**config.mk**
```make
export PLATFORM = sky130hd
export DESIGN_NAME = mm_uart_tx
export DESIGN_NICKNAME = d
export VERILOG_FILES = /design/src/rtl/mm_uart_pkg.sv /design/src/rtl/mm_uart_tx_fifo.sv /design/src/rtl/mm_uart_tx.sv
export SDC_FILE = /design/constraint.sdc
export NUM_CORES = 1
export LEC_CHECK = 0
export CAP_MARGIN = 10
export CORE_MARGIN = 8
export CORE_UTILIZATION = 45
export DETAILED_ROUTE_END_ITERATION = 12
export PLACE_DENSITY = 0.76
export RECOVER_POWER = 25
export SYNTH_ARGS = -nofsm -noshare
export SYNTH_HDL_FRONTEND = slang
export SYNTH_SLANG_ARGS = --single-unit
```
**constraint.sdc**
```tcl
create_clock -name clk -period 2.56 [get_ports clk]
set_input_delay 0.384 -clock clk [delete_from_list [all_inputs] [get_ports clk]]
set_output_delay 0.384 -clock clk [all_outputs]
set_load 0.005 [all_outputs]
```
**src/rtl/mm_uart_pkg.sv**
```systemverilog
// Shared constants for the memory-mapped UART transmitter:
// register offsets, FSM state encodings, status bit positions.
package mm_uart_pkg;

   localparam logic [1:0] OFF_DATA   = 2'd0;
   localparam logic [1:0] OFF_STATUS = 2'd1;
   localparam logic [1:0] OFF_DIV    = 2'd2;
   localparam logic [1:0] OFF_CTRL   = 2'd3;

   typedef logic [1:0] state_t;

   localparam state_t ST_IDLE  = 2'd0;
   localparam state_t ST_START = 2'd1;
   localparam state_t ST_DATA  = 2'd2;
   localparam state_t ST_STOP  = 2'd3;

   localparam logic [15:0] DEFAULT_DIV = 16'd434;

   localparam int STAT_IDLE  = 0;
   localparam int STAT_FULL  = 1;
   localparam int STAT_EMPTY = 2;
   localparam int STAT_OVF   = 3;

   // A divisor of zero would never end a bit, so it runs as one.
   function automatic logic [15:0] eff_div(input logic [15:0] d);
      return (d == 16'd0) ? 16'd1 : d;
   endfunction

endpackage

```
**src/rtl/mm_uart_tx_fifo.sv**
```systemverilog
// Synchronous FIFO with extra-bit pointers; a push into a full
// FIFO succeeds when a pop happens on the same edge.
module sync_fifo #(
   parameter int WIDTH = 8,
   parameter int DEPTH = 8
) (
   input  logic             clk,
   input  logic             rst,
   input  logic             push,
   input  logic             pop,
   input  logic [WIDTH-1:0] din,
   output logic [WIDTH-1:0] dout,
   output logic             full,
   output logic             empty
);

   localparam int AW = $clog2(DEPTH);

   logic [AW:0]      wr_ptr;
   logic [AW:0]      rd_ptr;
   logic [WIDTH-1:0] mem [DEPTH];
   logic             do_pop;
   logic             do_push;

   assign empty   = (wr_ptr == rd_ptr);
   assign full    = (wr_ptr[AW] != rd_ptr[AW]) &&
                    (wr_ptr[AW-1:0] == rd_ptr[AW-1:0]);
   assign do_pop  = pop & ~empty;
   assign do_push = push & (~full | do_pop);
   assign dout    = mem[rd_ptr[AW-1:0]];

   // Pointer update; the extra MSB tells full from empty on wrap.
   always_ff @(posedge clk) begin
      if (rst) begin
         wr_ptr <= '0;
         rd_ptr <= '0;
      end else begin
         if (do_push) wr_ptr <= wr_ptr + 1'b1;
         if (do_pop)  rd_ptr <= rd_ptr + 1'b1;
      end
   end

   // Storage write; contents need no reset since pointers gate them.
   always_ff @(posedge clk) begin
      if (do_push) mem[wr_ptr[AW-1:0]] <= din;
   end

endmodule

```
**src/rtl/mm_uart_tx.sv**
```systemverilog
// Memory-mapped 8N1 UART transmitter: register decode,
// sticky overflow, baud divisor and the serialiser FSM.
module mm_uart_tx #(
   parameter logic [15:0] BASE_ADDR   = 16'hC000,
   parameter int          FIFO_DEPTH  = 8,
   parameter logic [15:0] DEFAULT_DIV = mm_uart_pkg::DEFAULT_DIV
) (
   input  logic        clk,
   input  logic        rst,
   input  logic [15:0] addr,
   input  logic [15:0] wdata,
   input  logic        mm_we,
   input  logic        mm_re,
   output logic [15:0] rdata,
   output logic        TX,
   output logic        tx_idle
);

   import mm_uart_pkg::*;

   logic        sel;
   logic [1:0]  offset;
   logic        wr_data;
   logic        wr_div;
   logic        wr_ctrl;

   logic        fifo_full;
   logic        fifo_empty;
   logic        fifo_pop;
   logic [7:0]  fifo_dout;
   logic        ovf_set;
   logic        ovf_clr;

   logic [15:0] div_reg;
   logic        overflow;
   logic [15:0] status;

   state_t      state;
   logic [15:0] div_lat;
   logic [15:0] cnt;
   logic [2:0]  idx;
   logic [2:0]  nxt_idx;
   logic [7:0]  shift;
   logic        tx_q;
   logic [15:0] new_div;
   logic        bit_end;

   assign sel    = (addr[15:2] == BASE_ADDR[15:2]);
   assign offset = addr[1:0];

   assign wr_data = mm_we & sel & (offset == OFF_DATA);
   assign wr_div  = mm_we & sel & (offset == OFF_DIV);
   assign wr_ctrl = mm_we & sel & (offset == OFF_CTRL);

   assign bit_end = (cnt == 16'd0);
   assign nxt_idx = idx + 3'd1;
   assign new_div = eff_div(div_reg);

   // Pop when idle with data, or when a stop bit ends with more data.
   assign fifo_pop = ~fifo_empty &
                     ((state == ST_IDLE) |
                      ((state == ST_STOP) & bit_end));

   assign ovf_set = wr_data & fifo_full & ~fifo_pop;
   assign ovf_clr = wr_ctrl & wdata[0];

   assign tx_idle = fifo_empty & (state == ST_IDLE);
   assign TX      = tx_q;

   sync_fifo #(
      .WIDTH (8),
      .DEPTH (FIFO_DEPTH)
   ) u_fifo (
      .clk   (clk),
      .rst   (rst),
      .push  (wr_data),
      .pop   (fifo_pop),
      .din   (wdata[7:0]),
      .dout  (fifo_dout),
      .full  (fifo_full),
      .empty (fifo_empty)
   );

   // Divisor register and sticky overflow; a new overflow beats a clear.
   always_ff @(posedge clk) begin
      if (rst) begin
         div_reg  <= DEFAULT_DIV;
         overflow <= 1'b0;
      end else begin
         if (wr_div) div_reg <= wdata;
         if (ovf_set)      overflow <= 1'b1;
         else if (ovf_clr) overflow <= 1'b0;
      end
   end

   // Status word assembled from live flags.
   always_comb begin
      status            = '0;
      status[STAT_IDLE]  = tx_idle;
      status[STAT_FULL]  = fifo_full;
      status[STAT_EMPTY] = fifo_empty;
      status[STAT_OVF]   = overflow;
   end

   // Combinational read mux; reads have no side effects.
   always_comb begin
      rdata = '0;
      if (mm_re & sel) begin
         unique case (offset)
            OFF_STATUS: rdata = status;
            OFF_DIV:    rdata = div_reg;
            default:    rdata = '0;
         endcase
      end
   end

   // Serialiser: start, eight data bits LSB first, stop; TX registered.
   always_ff @(posedge clk) begin
      if (rst) begin
         state   <= ST_IDLE;
         tx_q    <= 1'b1;
         cnt     <= '0;
         idx     <= '0;
         shift   <= '0;
         div_lat <= 16'd1;
      end else begin
         unique case (state)
            ST_IDLE: begin
               tx_q <= 1'b1;
               if (!fifo_empty) begin
                  shift   <= fifo_dout;
                  div_lat <= new_div;
                  cnt     <= new_div - 16'd1;
                  tx_q    <= 1'b0;
                  state   <= ST_START;
               end
            end
            ST_START: begin
               if (bit_end) begin
                  cnt   <= div_lat - 16'd1;
                  idx   <= 3'd0;
                  tx_q  <= shift[0];
                  state <= ST_DATA;
               end else begin
                  cnt <= cnt - 16'd1;
               end
            end
            ST_DATA: begin
               if (bit_end) begin
                  cnt <= div_lat - 16'd1;
                  if (idx == 3'd7) begin
                     tx_q  <= 1'b1;
                     state <= ST_STOP;
                  end else begin
                     idx  <= nxt_idx;
                     tx_q <= shift[nxt_idx];
                  end
               end else begin
                  cnt <= cnt - 16'd1;
               end
            end
            ST_STOP: begin
               if (bit_end) begin
                  if (!fifo_empty) begin
                     shift   <= fifo_dout;
                     div_lat <= new_div;
                     cnt     <= new_div - 16'd1;
                     tx_q    <= 1'b0;
                     state   <= ST_START;
                  end else begin
                     tx_q  <= 1'b1;
                     state <= ST_IDLE;
                  end
               end else begin
                  cnt <= cnt - 16'd1;
               end
            end
            default: begin
               tx_q  <= 1'b1;
               state <= ST_IDLE;
            end
         endcase
      end
   end

endmodule

```
==> metrics.md <==
| Metric | Value |
|---|---|
| Outcome | complete, no violations |
| Largest net degree at the start of global routing | 62 |
| Routed length per instance | 19.1 µm |
| Hold WS | 0.294 ns |
| DR vias/cell | 5.94 |
| Max reg flops | 64 |
| Final setup viols | 0 |
| Die area | 20100 µm² |
| Die width | 142 µm |
| DRC | 0 |
| GRT overflow | 0 |
| Synth Net Count | 732 |
| Post-synth ARST share | 0% |
| Synth Register Bits | 138 |
| Power Density | 715 nW/µm² |
| Max_cap viols | 0 |
| Pwr Total | 6.41 mW |
| Post-synth EDFFs | 64 |
| Relative slew margins | 47.6% |
| First-pass GRT wire length | 30500 µm |
| Place WS | -0.202 ns |
| Initial Utilization | 45.4% |
| Layout cells sized above 1 | 21.1% |
| Total track usage | 19.2% |
| Hold Path Class | input port to flip-flop |
| CTS Buf Count | 17 |
| Final period util | 96.9% |
| Die height | 142 µm |
| Yosys Warn Count | 0 |
| Clock root buffer | clkbuf_16 |
| Crit path DAT | 2.83 ns |
| Final instance area | 8970 µm² |
| CTS tree | built |
| CTS Sinks | 138 |
| Vias in the first global route | 5841 |
| Data required, critical path | 2.91 ns |
| Min cycle time layout | 2.48 ns |
| # port buffers | 53 |
| Gate count after technology mapping | 680 |
| Ports | 54 |
| Setup ws final | 0.0781 ns |
| Pins Over Slew Limit | 0 |
| Pre-Repair DR Iteration Count | 5 |
| Fill count | 1304 |
| Initial antenna violation count | 0 |
| Skew-Pair Late Insertion Delay | 0.43 ns |
| Endpoints failing hold | 0 |
| H-tree depth | 4 |
| Crit Path Max Fanout | 4 |
| RSZ-0062 raised after global routing | yes |
| Num rows | 46 |
| Clock transition at path regs | 0.06 ns |
| Worst setup path category | flip-flop to flip-flop |
| Post-DP HPWL | 13300 µm |
| Nets | 822 |
| Via count | 5939 |
| Syn avg cell area | 10.5 µm² |
| Worst Hold Path Cells | 2 |
| Worst setup SP type | flip-flop |
| CTS hold repair buffers | 0 |
| Leak | 3.37 nW |
| Area grow syn2layout | 26.1% |
| Fmax | 0.403 GHz |
| ANT cells | 0 |
| Max Root-Sink Buffers | 2 |
| Slew @ Worst Pin | 0.784 ns |
| Critical path cell sequence | nor4_1 > and4_1 > a21oi_2 > ha_1 > or4b_2 > nor4_2 > xor2_1 > o22ai_1 > o22ai_1 |
| Reg2Reg Depth | 9 |
| Clock Skew | 0.00970 ns |
| Post-Syn Area | 7110 µm² |
| Post-route ant nets | 0 |
| Netlist cell types | 61 |
| Global placement routability congestion | 0.876 |
| Final wirelength | 19100 µm |
| Max VDD drop | 0.487 mV |
| Post-Layout Cell Count | 999 |
| CP max stage cell | or4b_2 |
| Synth Flop Type | dfxtp_1 |
| Sequential area share after synthesis | 47.9% |
| Core area | 15700 µm² |
| DRT iter0 DRCs | 798 |
| Placed cell areas | 8230 µm² |
| Worst path most repeated cell | o22ai_1 |
| Inst Count DP | 963 |
| Max incr delay on CP | 0.67 ns |
| R2R Setup Slk | 0.08 ns |
| Endpoint class of the critical path | flip-flop |
[per-stage QoR]
step | util (%) | setup TNS, ns
global route | 57.3 | -0.0201
detailed placement | 52.6 | -4.37
floorplan | - | 0
global placement | 52.6 | -2.74
CTS | 56.7 | 0
finish | 57.3 | 0
[timing repair]
action / CTS / global route
pin swaps: 3 / 3
endpoints found under the setup margin: 41 / 49
hold endpoints to repair: 0 / 0
gates cloned: 0 / 0
setup buffers: 2 / 2
gates resized for setup: 34 / 26
[cells in the mapped netlist, drive strengths merged (10+ instances only)]
| master | count | area [µm²] |
|---|---|---|
| dfxtp | 74 | 1480 |
| mux2i | 25 | 250 |
| and3 | 16 | 100 |
| nor3 | 18 | 90.1 |
| xnor2 | 20 | 175 |
| clkbuf | 31 | 119 |
| mux4 | 18 | 405 |
| nand2 | 24 | 90.1 |
| ha | 16 | 200 |
| inv | 21 | 78.8 |
| a21oi | 60 | 300 |
| nor2 | 56 | 210 |
| a211oi | 12 | 103 |
| or4 | 10 | 75.1 |
| xor2 | 12 | 105 |
| nor4 | 12 | 105 |
| o21ai | 29 | 145 |
| nand3 | 27 | 135 |
| edfxtp | 64 | 1920 |
| buf | 18 | 91.3 |
| nand4 | 12 | 75.1 |
[layer usage]
metal | vias to the layer above | global-route usage, % | share of wire, %
li1 | 2759 | - | -
met5 | - | 0 | 0
met2 | 237 | 31.4 | 49
met3 | 34 | 4.47 | 5.8
met4 | 0 | 7.12 | 2.0
met1 | 2909 | 24.4 | 43
[worst paths after layout]
check / end / startpoint
worst max-delay path: cnt[12] / div_reg[7]
worst min-delay path: cnt[5] / rst
worst max register to register: cnt[12] / div_reg[7]
worst min register to register: overflow / overflow
[power breakdown]
group	total, mW	internal [mW]	switching (mW)
registers	2.43	2.36	0.0687
clock network	2.42	1.37	1.05
logic	1.56	0.668	0.892
[worst max-delay path, delay by kind of cell, from the launching register on]
kind                     cells  cell delay, ns
AND/OR/NAND/NOR              4            1.18
XOR/XNOR                     1            0.29
adder cells (fa/ha/maj)      1            0.20
AO/OA/AOI/OAI                3            0.41
flip-flops                   1            0.33
[cell usage in the layout, fill, tap and decap left out, types with 17 or more instances in the layout]
cell type,Yosys,final
xnor2_1,20,17
clkbuf_16,0,17
clkdlybuf4s50_1,0,29
buf_4,0,61
o21ai_0,29,29
mux2i_1,25,25
mux4_2,18,18
inv_1,21,21
a21oi_1,60,59
nand3_1,27,27
nand2_1,24,23
edfxtp_1,64,64
nor2_1,56,54
nor3_1,18,17
dfxtp_1,74,70
[cells by family (layout without fill, tap and decap cells)]
logic type,after synthesis,in the layout,share of synthesized area [%]
XOR/XNOR,32,32,3.94
buffers and inverters,70,173,4.06
adder cells (fa/ha/maj),16,16,2.82
flip-flops,138,138,47.9
multiplexers,48,48,10.0
AND/OR/NAND/NOR,220,220,17.3
AO/OA/AOI/OAI,156,156,14.0
[cell type report]
type / count / area, µm² / share of cell area, %
Timing Repair Buffer: 120 / 1090 / 12.1
Tap cell: 216 / 270 / 3.01
Clock buffer: 17 / 425 / 4.74
Clock inverter: 15 / 154 / 1.72
Sequential cell: 138 / 3410 / 38.0
Multi-Input combinational cell: 472 / 3540 / 39.5
Inverter: 21 / 78.8 / 0.879
Power figures use the tool's default switching activity.
